--- src/rtl/mdclcg_pkg.sv ---
// Shared definitions for the dual-CLCG word generator: FSM encoding and default sizes.
package mdclcg_pkg;

   typedef enum logic [1:0] {
      StIdle = 2'd0,
      StRun  = 2'd1,
      StHold = 2'd2
   } state_t;

   localparam int unsigned DEF_WIDTH = 16;
   localparam int unsigned DEF_OUT_W = 8;
   localparam int unsigned DEF_CNT_W = 16;

endpackage

--- src/rtl/lcg_step.sv ---
// One combinational LCG step: (a * s + b) mod 2^WIDTH.
module lcg_step #(
   parameter int unsigned WIDTH = 16
) (
   input  logic [WIDTH-1:0] i_a,
   input  logic [WIDTH-1:0] i_b,
   input  logic [WIDTH-1:0] i_s,
   output logic [WIDTH-1:0] o_s
);

   // Self-determined WIDTH-bit arithmetic keeps only the low bits of the product.
   assign o_s = i_a * i_s + i_b;

endmodule

--- src/rtl/mdclcg_word_gen.sv ---
// Modified dual-CLCG generator: four coupled LCGs, bits kept when p <= q, packed into
// OUT_W-bit words on a valid/ready stream with a saturating discard counter.
module mdclcg_word_gen
   import mdclcg_pkg::*;
#(
   parameter int unsigned WIDTH = DEF_WIDTH,
   parameter int unsigned OUT_W = DEF_OUT_W,
   parameter int unsigned CNT_W = DEF_CNT_W
) (
   input  logic             i_clk,
   input  logic             i_rst_n,
   input  logic             i_start,
   input  logic             i_stop,
   input  logic [WIDTH-1:0] i_a1,
   input  logic [WIDTH-1:0] i_b1,
   input  logic [WIDTH-1:0] i_a2,
   input  logic [WIDTH-1:0] i_b2,
   input  logic [WIDTH-1:0] i_seed_x,
   input  logic [WIDTH-1:0] i_seed_y,
   input  logic [WIDTH-1:0] i_seed_p,
   input  logic [WIDTH-1:0] i_seed_q,
   output logic [OUT_W-1:0] o_out_data,
   output logic             o_out_valid,
   input  logic             i_out_ready,
   output logic             o_busy,
   output logic             o_cfg_ok,
   output logic [CNT_W-1:0] o_disc_cnt
);

   localparam int unsigned BC_W = $clog2(OUT_W + 1);
   localparam logic [BC_W-1:0] LAST_BIT = BC_W'(OUT_W - 1);

   state_t             r_state, w_state_d;
   logic [WIDTH-1:0]   r_a1, r_b1, r_a2, r_b2, w_a1_d, w_b1_d, w_a2_d, w_b2_d;
   logic [WIDTH-1:0]   r_x, r_y, r_p, r_q, w_x_d, w_y_d, w_p_d, w_q_d;
   logic [WIDTH-1:0]   w_x_nxt, w_y_nxt, w_p_nxt, w_q_nxt;
   logic [OUT_W-2:0]   r_shift, w_shift_d;
   logic [BC_W-1:0]    r_bitcnt, w_bitcnt_d;
   logic [OUT_W-1:0]   r_out_data, w_out_data_d, w_word;
   logic               r_out_valid, w_out_valid_d;
   logic               r_cfg_ok, w_cfg_ok_d;
   logic [CNT_W-1:0]   r_disc_cnt, w_disc_cnt_d;
   logic               w_b, w_c, w_advance, w_cfg_in;

   lcg_step #(.WIDTH(WIDTH)) u_lcg_x (.i_a(r_a1), .i_b(r_b1), .i_s(r_x), .o_s(w_x_nxt));
   lcg_step #(.WIDTH(WIDTH)) u_lcg_y (.i_a(r_a2), .i_b(r_b2), .i_s(r_y), .o_s(w_y_nxt));
   lcg_step #(.WIDTH(WIDTH)) u_lcg_p (.i_a(r_a1), .i_b(r_b1), .i_s(r_p), .o_s(w_p_nxt));
   lcg_step #(.WIDTH(WIDTH)) u_lcg_q (.i_a(r_a2), .i_b(r_b2), .i_s(r_q), .o_s(w_q_nxt));

   assign w_b      = (w_x_nxt > w_y_nxt);
   assign w_c      = (w_p_nxt > w_q_nxt);
   assign w_word   = {r_shift, w_b};
   assign w_cfg_in = (i_a1[1:0] == 2'b01) & i_b1[0] & (i_a2[1:0] == 2'b01) & i_b2[0];

   always_comb begin
      w_state_d     = r_state;
      w_a1_d        = r_a1;
      w_b1_d        = r_b1;
      w_a2_d        = r_a2;
      w_b2_d        = r_b2;
      w_x_d         = r_x;
      w_y_d         = r_y;
      w_p_d         = r_p;
      w_q_d         = r_q;
      w_shift_d     = r_shift;
      w_bitcnt_d    = r_bitcnt;
      w_out_data_d  = r_out_data;
      w_out_valid_d = r_out_valid;
      w_cfg_ok_d    = r_cfg_ok;
      w_disc_cnt_d  = r_disc_cnt;
      w_advance     = 1'b0;

      if (i_start) begin
         w_state_d     = StRun;
         w_a1_d        = i_a1;
         w_b1_d        = i_b1;
         w_a2_d        = i_a2;
         w_b2_d        = i_b2;
         w_x_d         = i_seed_x;
         w_y_d         = i_seed_y;
         w_p_d         = i_seed_p;
         w_q_d         = i_seed_q;
         w_shift_d     = '0;
         w_bitcnt_d    = '0;
         w_out_valid_d = 1'b0;
         w_cfg_ok_d    = w_cfg_in;
         w_disc_cnt_d  = '0;
      end else if (i_stop && (r_state != StIdle)) begin
         w_state_d     = StIdle;
         w_out_valid_d = 1'b0;
         w_shift_d     = '0;
         w_bitcnt_d    = '0;
      end else begin
         unique case (r_state)
            StIdle: ;
            StRun: begin
               // A stalled word freezes the generator immediately so it cannot be overwritten.
               if (r_out_valid && !i_out_ready) w_state_d = StHold;
               else                             w_advance = 1'b1;
            end
            StHold: begin
               if (i_out_ready) begin
                  w_out_valid_d = 1'b0;
                  w_state_d     = StRun;
               end
            end
            default: w_state_d = StIdle;
         endcase
      end

      if (w_advance) begin
         w_x_d         = w_x_nxt;
         w_y_d         = w_y_nxt;
         w_p_d         = w_p_nxt;
         w_q_d         = w_q_nxt;
         w_out_valid_d = 1'b0;
         if (!w_c) begin
            w_shift_d = w_word[OUT_W-2:0];
            if (r_bitcnt == LAST_BIT) begin
               w_out_data_d  = w_word;
               w_out_valid_d = 1'b1;
               w_bitcnt_d    = '0;
            end else begin
               w_bitcnt_d = r_bitcnt + 1'b1;
            end
         end else if (r_disc_cnt != '1) begin
            w_disc_cnt_d = r_disc_cnt + 1'b1;
         end
      end
   end

   always_ff @(posedge i_clk or negedge i_rst_n) begin
      if (!i_rst_n) begin
         r_state     <= StIdle;
         r_a1        <= '0;
         r_b1        <= '0;
         r_a2        <= '0;
         r_b2        <= '0;
         r_x         <= '0;
         r_y         <= '0;
         r_p         <= '0;
         r_q         <= '0;
         r_shift     <= '0;
         r_bitcnt    <= '0;
         r_out_data  <= '0;
         r_out_valid <= 1'b0;
         r_cfg_ok    <= 1'b0;
         r_disc_cnt  <= '0;
      end else begin
         r_state     <= w_state_d;
         r_a1        <= w_a1_d;
         r_b1        <= w_b1_d;
         r_a2        <= w_a2_d;
         r_b2        <= w_b2_d;
         r_x         <= w_x_d;
         r_y         <= w_y_d;
         r_p         <= w_p_d;
         r_q         <= w_q_d;
         r_shift     <= w_shift_d;
         r_bitcnt    <= w_bitcnt_d;
         r_out_data  <= w_out_data_d;
         r_out_valid <= w_out_valid_d;
         r_cfg_ok    <= w_cfg_ok_d;
         r_disc_cnt  <= w_disc_cnt_d;
      end
   end

   assign o_out_data  = r_out_data;
   assign o_out_valid = r_out_valid;
   assign o_busy      = (r_state != StIdle);
   assign o_cfg_ok    = r_cfg_ok;
   assign o_disc_cnt  = r_disc_cnt;

endmodule

--- config.mk ---
export PLATFORM = sky130hd
export DESIGN_NAME = mdclcg_word_gen
export DESIGN_NICKNAME = d
export VERILOG_FILES = /design/src/rtl/mdclcg_pkg.sv /design/src/rtl/lcg_step.sv /design/src/rtl/mdclcg_word_gen.sv
export SDC_FILE = /design/constraint.sdc
export NUM_CORES = 2
export LEC_CHECK = 0
export CELL_PAD_IN_SITES_DETAIL_PLACEMENT = 1
export CELL_PAD_IN_SITES_GLOBAL_PLACEMENT = 1
export CORE_UTILIZATION = 40
export DETAILED_ROUTE_END_ITERATION = 12
export PLACE_DENSITY = 0.78
export SYNTH_ARGS = -nofsm -noshare
export SYNTH_HDL_FRONTEND = slang
export SYNTH_HIERARCHICAL = 1
export SYNTH_SLANG_ARGS = --single-unit
--- constraint.sdc ---
create_clock -name i_clk -period 14 [get_ports i_clk]
set_clock_uncertainty 0.05 [all_clocks]
set_input_delay 3.5 -clock i_clk [delete_from_list [all_inputs] [get_ports i_clk]]
set_output_delay 3.5 -clock i_clk [all_outputs]
set_load 0.02 [all_outputs]
After elaboration in Yosys (flattened, before gate mapping)

Index checks and enable logic that the tools add are counted.

Bits in registers: 167
Input bits: 133
Output and inout bits: 27
Word-level logic and storage cells: 88

Add/subtract/negate cells: 6
$mul: 4
Magnitude comparators: 2
Eq/ne operators: 9
Multiplexer cells: 37
Bitwise logic cells: 4
Reduce and logical (&&, ||, !) cells: 11

Operators with widths:

| kind                                           | number |
|---|---|
| 2-to-1 mux 16 bit                              | 12 |
| adder 16 bit                                   | 4 |
| multiplier 16 x 16 -> 16 bit                   | 4 |
| greater-than comparator 16 bit                 | 2 |
| 2-to-1 mux 7 bit                               | 4 |
| 2-to-1 mux 4 bit                               | 5 |
| adder 16 x 1 -> 16 bit (second input constant) | 1 |
| != test 16 bit (second input constant)         | 1 |
| 2-to-1 mux 1 bit                               | 11 |
| 2-to-1 mux 2 bit                               | 4 |
| != test 4 bit (second input constant)          | 2 |
| nonzero test 4 bit                             | 2 |
| == test 2 x 1 -> 1 bit (second input constant) | 3 |
| case mux 2 bit (3 select lines)                | 1 |
| AND reduction 3 bit                            | 2 |
| adder 4 x 1 -> 4 bit (second input constant)   | 1 |
| == test 4 x 3 -> 1 bit (second input constant) | 1 |
| nonzero test 2 bit                             | 2 |
| AND 1 bit                                      | 3 |
| != test 3 bit (second input constant)          | 1 |
| == test 2 bit (second input constant)          | 1 |
| logical AND 1 bit                              | 2 |
| logical NOT 2 bit                              | 1 |
| AND reduction 2 bit                            | 1 |
| 2 further kinds                                | 2 |

Depth between registers and ports, before layout

Depth in word-level cells: 8
Gate-level depth with buffers: 30
Mapped depth without buffers: 28

Modules after synthesis

Netlist, hierarchy kept.

By module, submodules not included:

| module              | instances | cells an instance | area an instance (sq um) | sequential area each (sq um) |
|---|---|---|---|---|
| mdclcg_word_gen     | 1         | 733               | 8100.3                   | 4179.0 |
| lcg_step at u_lcg_y | 1         | 539               | 4416.7                   | 0.0 |
| lcg_step at u_lcg_x | 1         | 532               | 4413.0                   | 0.0 |
| lcg_step at u_lcg_p | 1         | 530               | 4406.7                   | 0.0 |
| lcg_step at u_lcg_q | 1         | 537               | 4396.7                   | 0.0 |

Worst setup path before layout

Ideal clock, no wire load.

Kind: reg2reg
From: register r_a2[5]
To: register r_out_data[2], in the netlist o_out_data[2]
Library setup time: 125 ps
Data arrival time: 7046 ps
Data required time: 13825 ps
Path slack: 6780 ps
Stages on the path, launching flop included: 27
Path buffers: 1
Clock period less this slack: 7220 ps
Cells stage by stage: dfrtp_1 > clkbuf_1 > and2_1 > fa_1 > inv_1 > fa_1 > inv_1 > fa_1 > inv_1 > fa_1 > inv_1 > fa_1 > inv_1 > fa_1 > inv_1 > ha_1 > and4_1 > a31oi_1 > a311oi_1 > xor2_1 > inv_1 > ha_1 > nand4_2 > nor4_2 > nand4_2 > a211oi_4 > mux2_2

Longest elaborated chain between the ends: 5

Ends and longest elaborated chain:

| element                        | RTL line               | source |
|---|---|---|
| from (decl)                    | mdclcg_word_gen.sv:34  | `logic [WIDTH-1:0] r_a1, r_b1, r_a2, r_b2, w_a1_d, w_b1_d, w_a2_d, w_b2_d;` |
| from (signal assigned)         | mdclcg_word_gen.sv:153 | `r_a2 <= w_a2_d;` |
| multiplier 16 x 16 -> 16 bit   | lcg_step.sv:12         | `assign o_s = i_a * i_s + i_b;` |
| adder 16 bit                   | lcg_step.sv:12         |  |
| named net w_q_nxt[14]          | mdclcg_word_gen.sv:36  | `logic [WIDTH-1:0] w_x_nxt, w_y_nxt, w_p_nxt, w_q_nxt;` |
| greater-than comparator 16 bit | mdclcg_word_gen.sv:51  | `assign w_c = (w_p_nxt > w_q_nxt);` |
| inverter 1 bit (no line)       | --                     |  |
| AND reduction 3 bit (no line)  | --                     |  |
| to (signal assigned)           | mdclcg_word_gen.sv:161 | `r_out_data <= w_out_data_d;` |
| to (decl)                      | mdclcg_word_gen.sv:39  | `logic [OUT_W-1:0] r_out_data, w_out_data_d, w_word;` |

The timed path passes the listed nets, and every way through them passes these cells.
A chain may end at the register's enable or synchronous reset.

Worst setup path after layout

From: register r_a1[5]
To: register r_bitcnt[2]

Longest elaborated chain between the ends: 5

Ends and longest elaborated chain:

| element                        | RTL line               | source |
|---|---|---|
| from (decl)                    | mdclcg_word_gen.sv:34  |  |
| from (signal assigned)         | mdclcg_word_gen.sv:151 | `r_a1 <= w_a1_d;` |
| multiplier 16 x 16 -> 16 bit   | lcg_step.sv:12         |  |
| adder 16 bit                   | lcg_step.sv:12         |  |
| named net w_p_nxt[15]          | mdclcg_word_gen.sv:36  |  |
| greater-than comparator 16 bit | mdclcg_word_gen.sv:51  |  |
| 2-to-1 mux 4 bit               | mdclcg_word_gen.sv:117 | `if (!w_c) begin` |
| 2-to-1 mux 4 bit               | mdclcg_word_gen.sv:111 | `if (w_advance) begin` |
| named net w_bitcnt_d[2]        | mdclcg_word_gen.sv:38  | `logic [BC_W-1:0] r_bitcnt, w_bitcnt_d;` |
| to (signal assigned)           | mdclcg_word_gen.sv:160 | `r_bitcnt <= w_bitcnt_d;` |
| to (decl)                      | mdclcg_word_gen.sv:38  |  |

The timed path passes the listed nets, and every way through them passes these cells.

==> results.md <==
- Post-cts resize count: 0
- Die height: 255.6 um
- Placer Congestion: roughly 0.87
- CTS H-Tree Depth: 4
- Number of nets with antenna violations after routing: 0
- Global-route wire length before repair: ~120 mm
- Initial Util: 0.4065
- Worst setup path start: r_a1[5]
- Total routing resource utilization after global routing: 0.2410
- Kind of launch point of the worst setup path: flip-flop
- Worst Setup End Kind: flip-flop
- Register-to-Register Setup Slack: between 5 and 6 ns
- Gate Count Post-Synth: between 2000 and 3000
- Clock network latency to the later pin of the worst-skew pair: around 0.5 ns
- Critical path fanouts, max: 23
- Period Utilization, post-route: 0.6361
- Placeable core region: between 60000 and 70000 sq um
- Buffers inserted by post-CTS timing repair: 0
- Drt drc: 0
- FP Rows: 92
- Hold-fix buffers, CTS: 0
- NumNets Final: between 3000 and 4000
- Reg-to-reg critical path startpoint: r_a1[5]
- RSZ-0062 raised after global routing: no
- Vias post-DR: ~19000
- Root buf cell: sky130_fd_sc_hd__clkbuf_16
- Critical Path AT: about 9.2 ns
- Post-detailed-route wirelength per cell: 20.02 um
- Kind of critical path: flip-flop to flip-flop
- Accumulated negative setup slack: 0 ns
- Detail-routed via count per cell: 5.037
- Via count of the first global-routing pass: around 22000
- I/O Buffers: about 160
- Final Routed Wirelength: roughly 77 mm
- Ys Warns: 6
- Worst hold path cell count: 1
- Die footprint: roughly 65000 sq um
- Distinct cells, synth: 63
- TritonCTS buffer count: 17
- Top-area cell type share of the netlist area: 0.2925
- Pin count of the biggest net entering global routing: 96
- Share of final-layout standard cells stronger than drive strength 1: 0.04707
- Path type of the worst min-delay path: flip-flop to flip-flop
- Worst-margin pin slew: roughly 1.1 ns
- Top cells by area, synth: sky130_fd_sc_hd__fa_1 29%, sky130_fd_sc_hd__dfrtp_1 16%, sky130_fd_sc_hd__ha_1 12%, sky130_fd_sc_hd__inv_1 10%, sky130_fd_sc_hd__nand2_1 6.5%
- Netlist Area Pre-Place: ~26000 sq um
- 1st-pass router iterations: 4
- Overflow left after global routing: 0
- Time the final worst path needs with I/O delays and setup: roughly 8.9 ns
- Die boundary width: between 200 and 300 um
- Flop and latch count out of synthesis: about 170
- Fmax: around 110 MHz
- Area growth syn-to-layout: 11.47%
- Run status: completed
- Number of clock sinks: around 170
- Final number of setup-violating endpoints: 0
- TritonCTS clock tree: yes
- Post-synth ARST share: 1.000
- Net count after synthesis: approximately 3600
- Number of top-level pins: 160
- Most instantiated library cell after synthesis: sky130_fd_sc_hd__inv_1
- Leading area contributor after synthesis: sky130_fd_sc_hd__fa_1
- Count of flip-flops with a built-in enable after synthesis: 0
- # Max-Cap Violations: 0
- Count of pins over their slew limit: 0
- Reg clk slew, reported paths: ~0.080 ns
- DP HPWL: ~62 mm
- Share of the yosys chip area belonging to registers: 0.1624
- Headroom to the max-slew limit: 0.2390
- Register-to-Register Path Depth: 26
- Data required time of the worst path: about 14 ns
- Most frequent cells after synthesis: 689 x sky130_fd_sc_hd__inv_1, 448 x sky130_fd_sc_hd__nand2_1, 376 x sky130_fd_sc_hd__fa_1
- End of the worst register-to-register path: r_bitcnt[2]
- Critical path capture point: r_bitcnt[2]
- Number of DRC markers after the initial detailed-route iteration: about 950
- Number of hold violations in the final report: 0
- Clock tree buffer depth: 2
- Initial antenna violation count: 9
- Avg Inst Size Synth: 8.963 sq um
- Top flip-flop cell by instance count after synthesis: sky130_fd_sc_hd__dfrtp_1
-- registers in the layout (all words and copies together) (netlist names) --
name and flops:
o_out_data 8, o_disc_cnt 16, r_shift 7, r_a2 16, r_a1 16, r_y 16, r_state 2, r_b1 16
r_bitcnt 4, r_p 16, r_b2 16, r_q 16, o_out_valid 1, r_x 16, o_cfg_ok 1
-- area by class of cell --
class | count | area, sq um
fill | 7380 | 34630
multi-input combinational | 1914 | 18550
timing repair buffer | 172 | 1694
antenna | 3 | 7.507
clock buffer | 18 | 439.2
clock inverter | 14 | 167.7
inverter | 689 | 2586
tap | 846 | 1059
sequential | 167 | 4179
-- worst max-delay path: stages, from the launching register on --
cell,delay (ns)
sky130_fd_sc_hd__dfrtp_1,0.72
sky130_fd_sc_hd__and2_1,0.32
sky130_fd_sc_hd__fa_1,0.55
sky130_fd_sc_hd__inv_1,0.07
sky130_fd_sc_hd__fa_1,0.58
sky130_fd_sc_hd__inv_1,0.07
sky130_fd_sc_hd__fa_1,0.52
sky130_fd_sc_hd__inv_1,0.07
sky130_fd_sc_hd__fa_1,0.50
sky130_fd_sc_hd__inv_1,0.06
sky130_fd_sc_hd__fa_1,0.54
sky130_fd_sc_hd__inv_1,0.06
sky130_fd_sc_hd__fa_1,0.53
sky130_fd_sc_hd__inv_1,0.05
sky130_fd_sc_hd__ha_1,0.34
sky130_fd_sc_hd__a21o_1,0.23
sky130_fd_sc_hd__a21oi_1,0.19
sky130_fd_sc_hd__o21ai_1,0.15
sky130_fd_sc_hd__a31oi_1,0.23
sky130_fd_sc_hd__xnor2_1,0.21
sky130_fd_sc_hd__ha_1,0.33
sky130_fd_sc_hd__a21oi_1,0.15
sky130_fd_sc_hd__o21ai_0,0.10
sky130_fd_sc_hd__a21oi_1,0.17
sky130_fd_sc_hd__nand3_1,0.54
sky130_fd_sc_hd__a21oi_1,1.11
sky130_fd_sc_hd__o21ai_0,0.29
-- stage by stage --
stage | util | hold WS [ns] | instances | cell area [sq um] | worst slack (ns)
final | 0.4531 | 0.4819 | 3823 | 28680 | 5.094
after global routing | 0.4530 | 0.5108 | 3821 | 28680 | 4.721
after CTS | 0.4529 | 0.4821 | 3820 | 28680 | 5.112
after detailed placement | 0.4434 | 0.4572 | 3788 | 28070 | 5.145
after global placement | 0.4434 | 0.4397 | 3788 | 28070 | 5.700
after floorplan | - | 0.4293 | 2871 | 25730 | 6.780
-- layout by cell type (no fill, tap or decap), types with 12 or more instances in the layout --
| master | count |
|---|---|
| sky130_fd_sc_hd__inv_1 | 689 |
| sky130_fd_sc_hd__nand2_1 | 448 |
| sky130_fd_sc_hd__fa_1 | 376 |
| sky130_fd_sc_hd__ha_1 | 242 |
| sky130_fd_sc_hd__and2_1 | 198 |
| sky130_fd_sc_hd__dfrtp_1 | 167 |
| sky130_fd_sc_hd__clkdlybuf4s50_1 | 157 |
| sky130_fd_sc_hd__xnor2_1 | 126 |
| sky130_fd_sc_hd__o21ai_0 | 95 |
| sky130_fd_sc_hd__mux2i_1 | 76 |
| sky130_fd_sc_hd__mux2_2 | 70 |
| sky130_fd_sc_hd__a21oi_1 | 44 |
| sky130_fd_sc_hd__nor2_1 | 31 |
| sky130_fd_sc_hd__xor2_1 | 31 |
| sky130_fd_sc_hd__clkbuf_16 | 17 |
| sky130_fd_sc_hd__nand3_1 | 15 |
| sky130_fd_sc_hd__nor2b_1 | 14 |
| sky130_fd_sc_hd__a21o_1 | 14 |
| sky130_fd_sc_hd__buf_4 | 13 |
| sky130_fd_sc_hd__nand4_1 | 12 |
| sky130_fd_sc_hd__o21a_1 | 12 |
-- how the worst min path moves through the flow --
stage                             start       endpoint  slack (ns)
after floorplan              r_shift[6]  o_out_data[7]        0.43
after global placement    o_out_data[1]  o_out_data[1]        0.44
after detailed placement  o_out_data[1]  o_out_data[1]        0.46
after CTS                 o_out_data[7]  o_out_data[7]        0.48
after global routing      o_out_data[5]  o_out_data[5]        0.51
final                     o_out_data[7]  o_out_data[7]        0.48
-- layer usage --
layer,vias up,global-route usage,wire (um)
li1,8822,-,-
met1,9908,0.3201,34580
met2,405,0.3988,36690
met3,110,0.03605,2850
met4,10,0.08683,2365
met5,-,0,65
-- cells by family (layout without fill, tap and decap cells) --
kind of cell | count (synthesis) | count (layout) | synth area share
fa+ha+maj | 618 | 618 | 0.4102
compound gates | 212 | 212 | 0.04950
other cells | 0 | 3 | 0
mux | 147 | 147 | 0.06063
buf+inv | 790 | 893 | 0.1169
simple gates | 774 | 774 | 0.1427
flops | 167 | 167 | 0.1624
xor+xnor | 163 | 163 | 0.05771
Power is left out: the tool's default activity adds up to more than one toggle a clock period on the data nets, which glitch-free logic cannot reach.
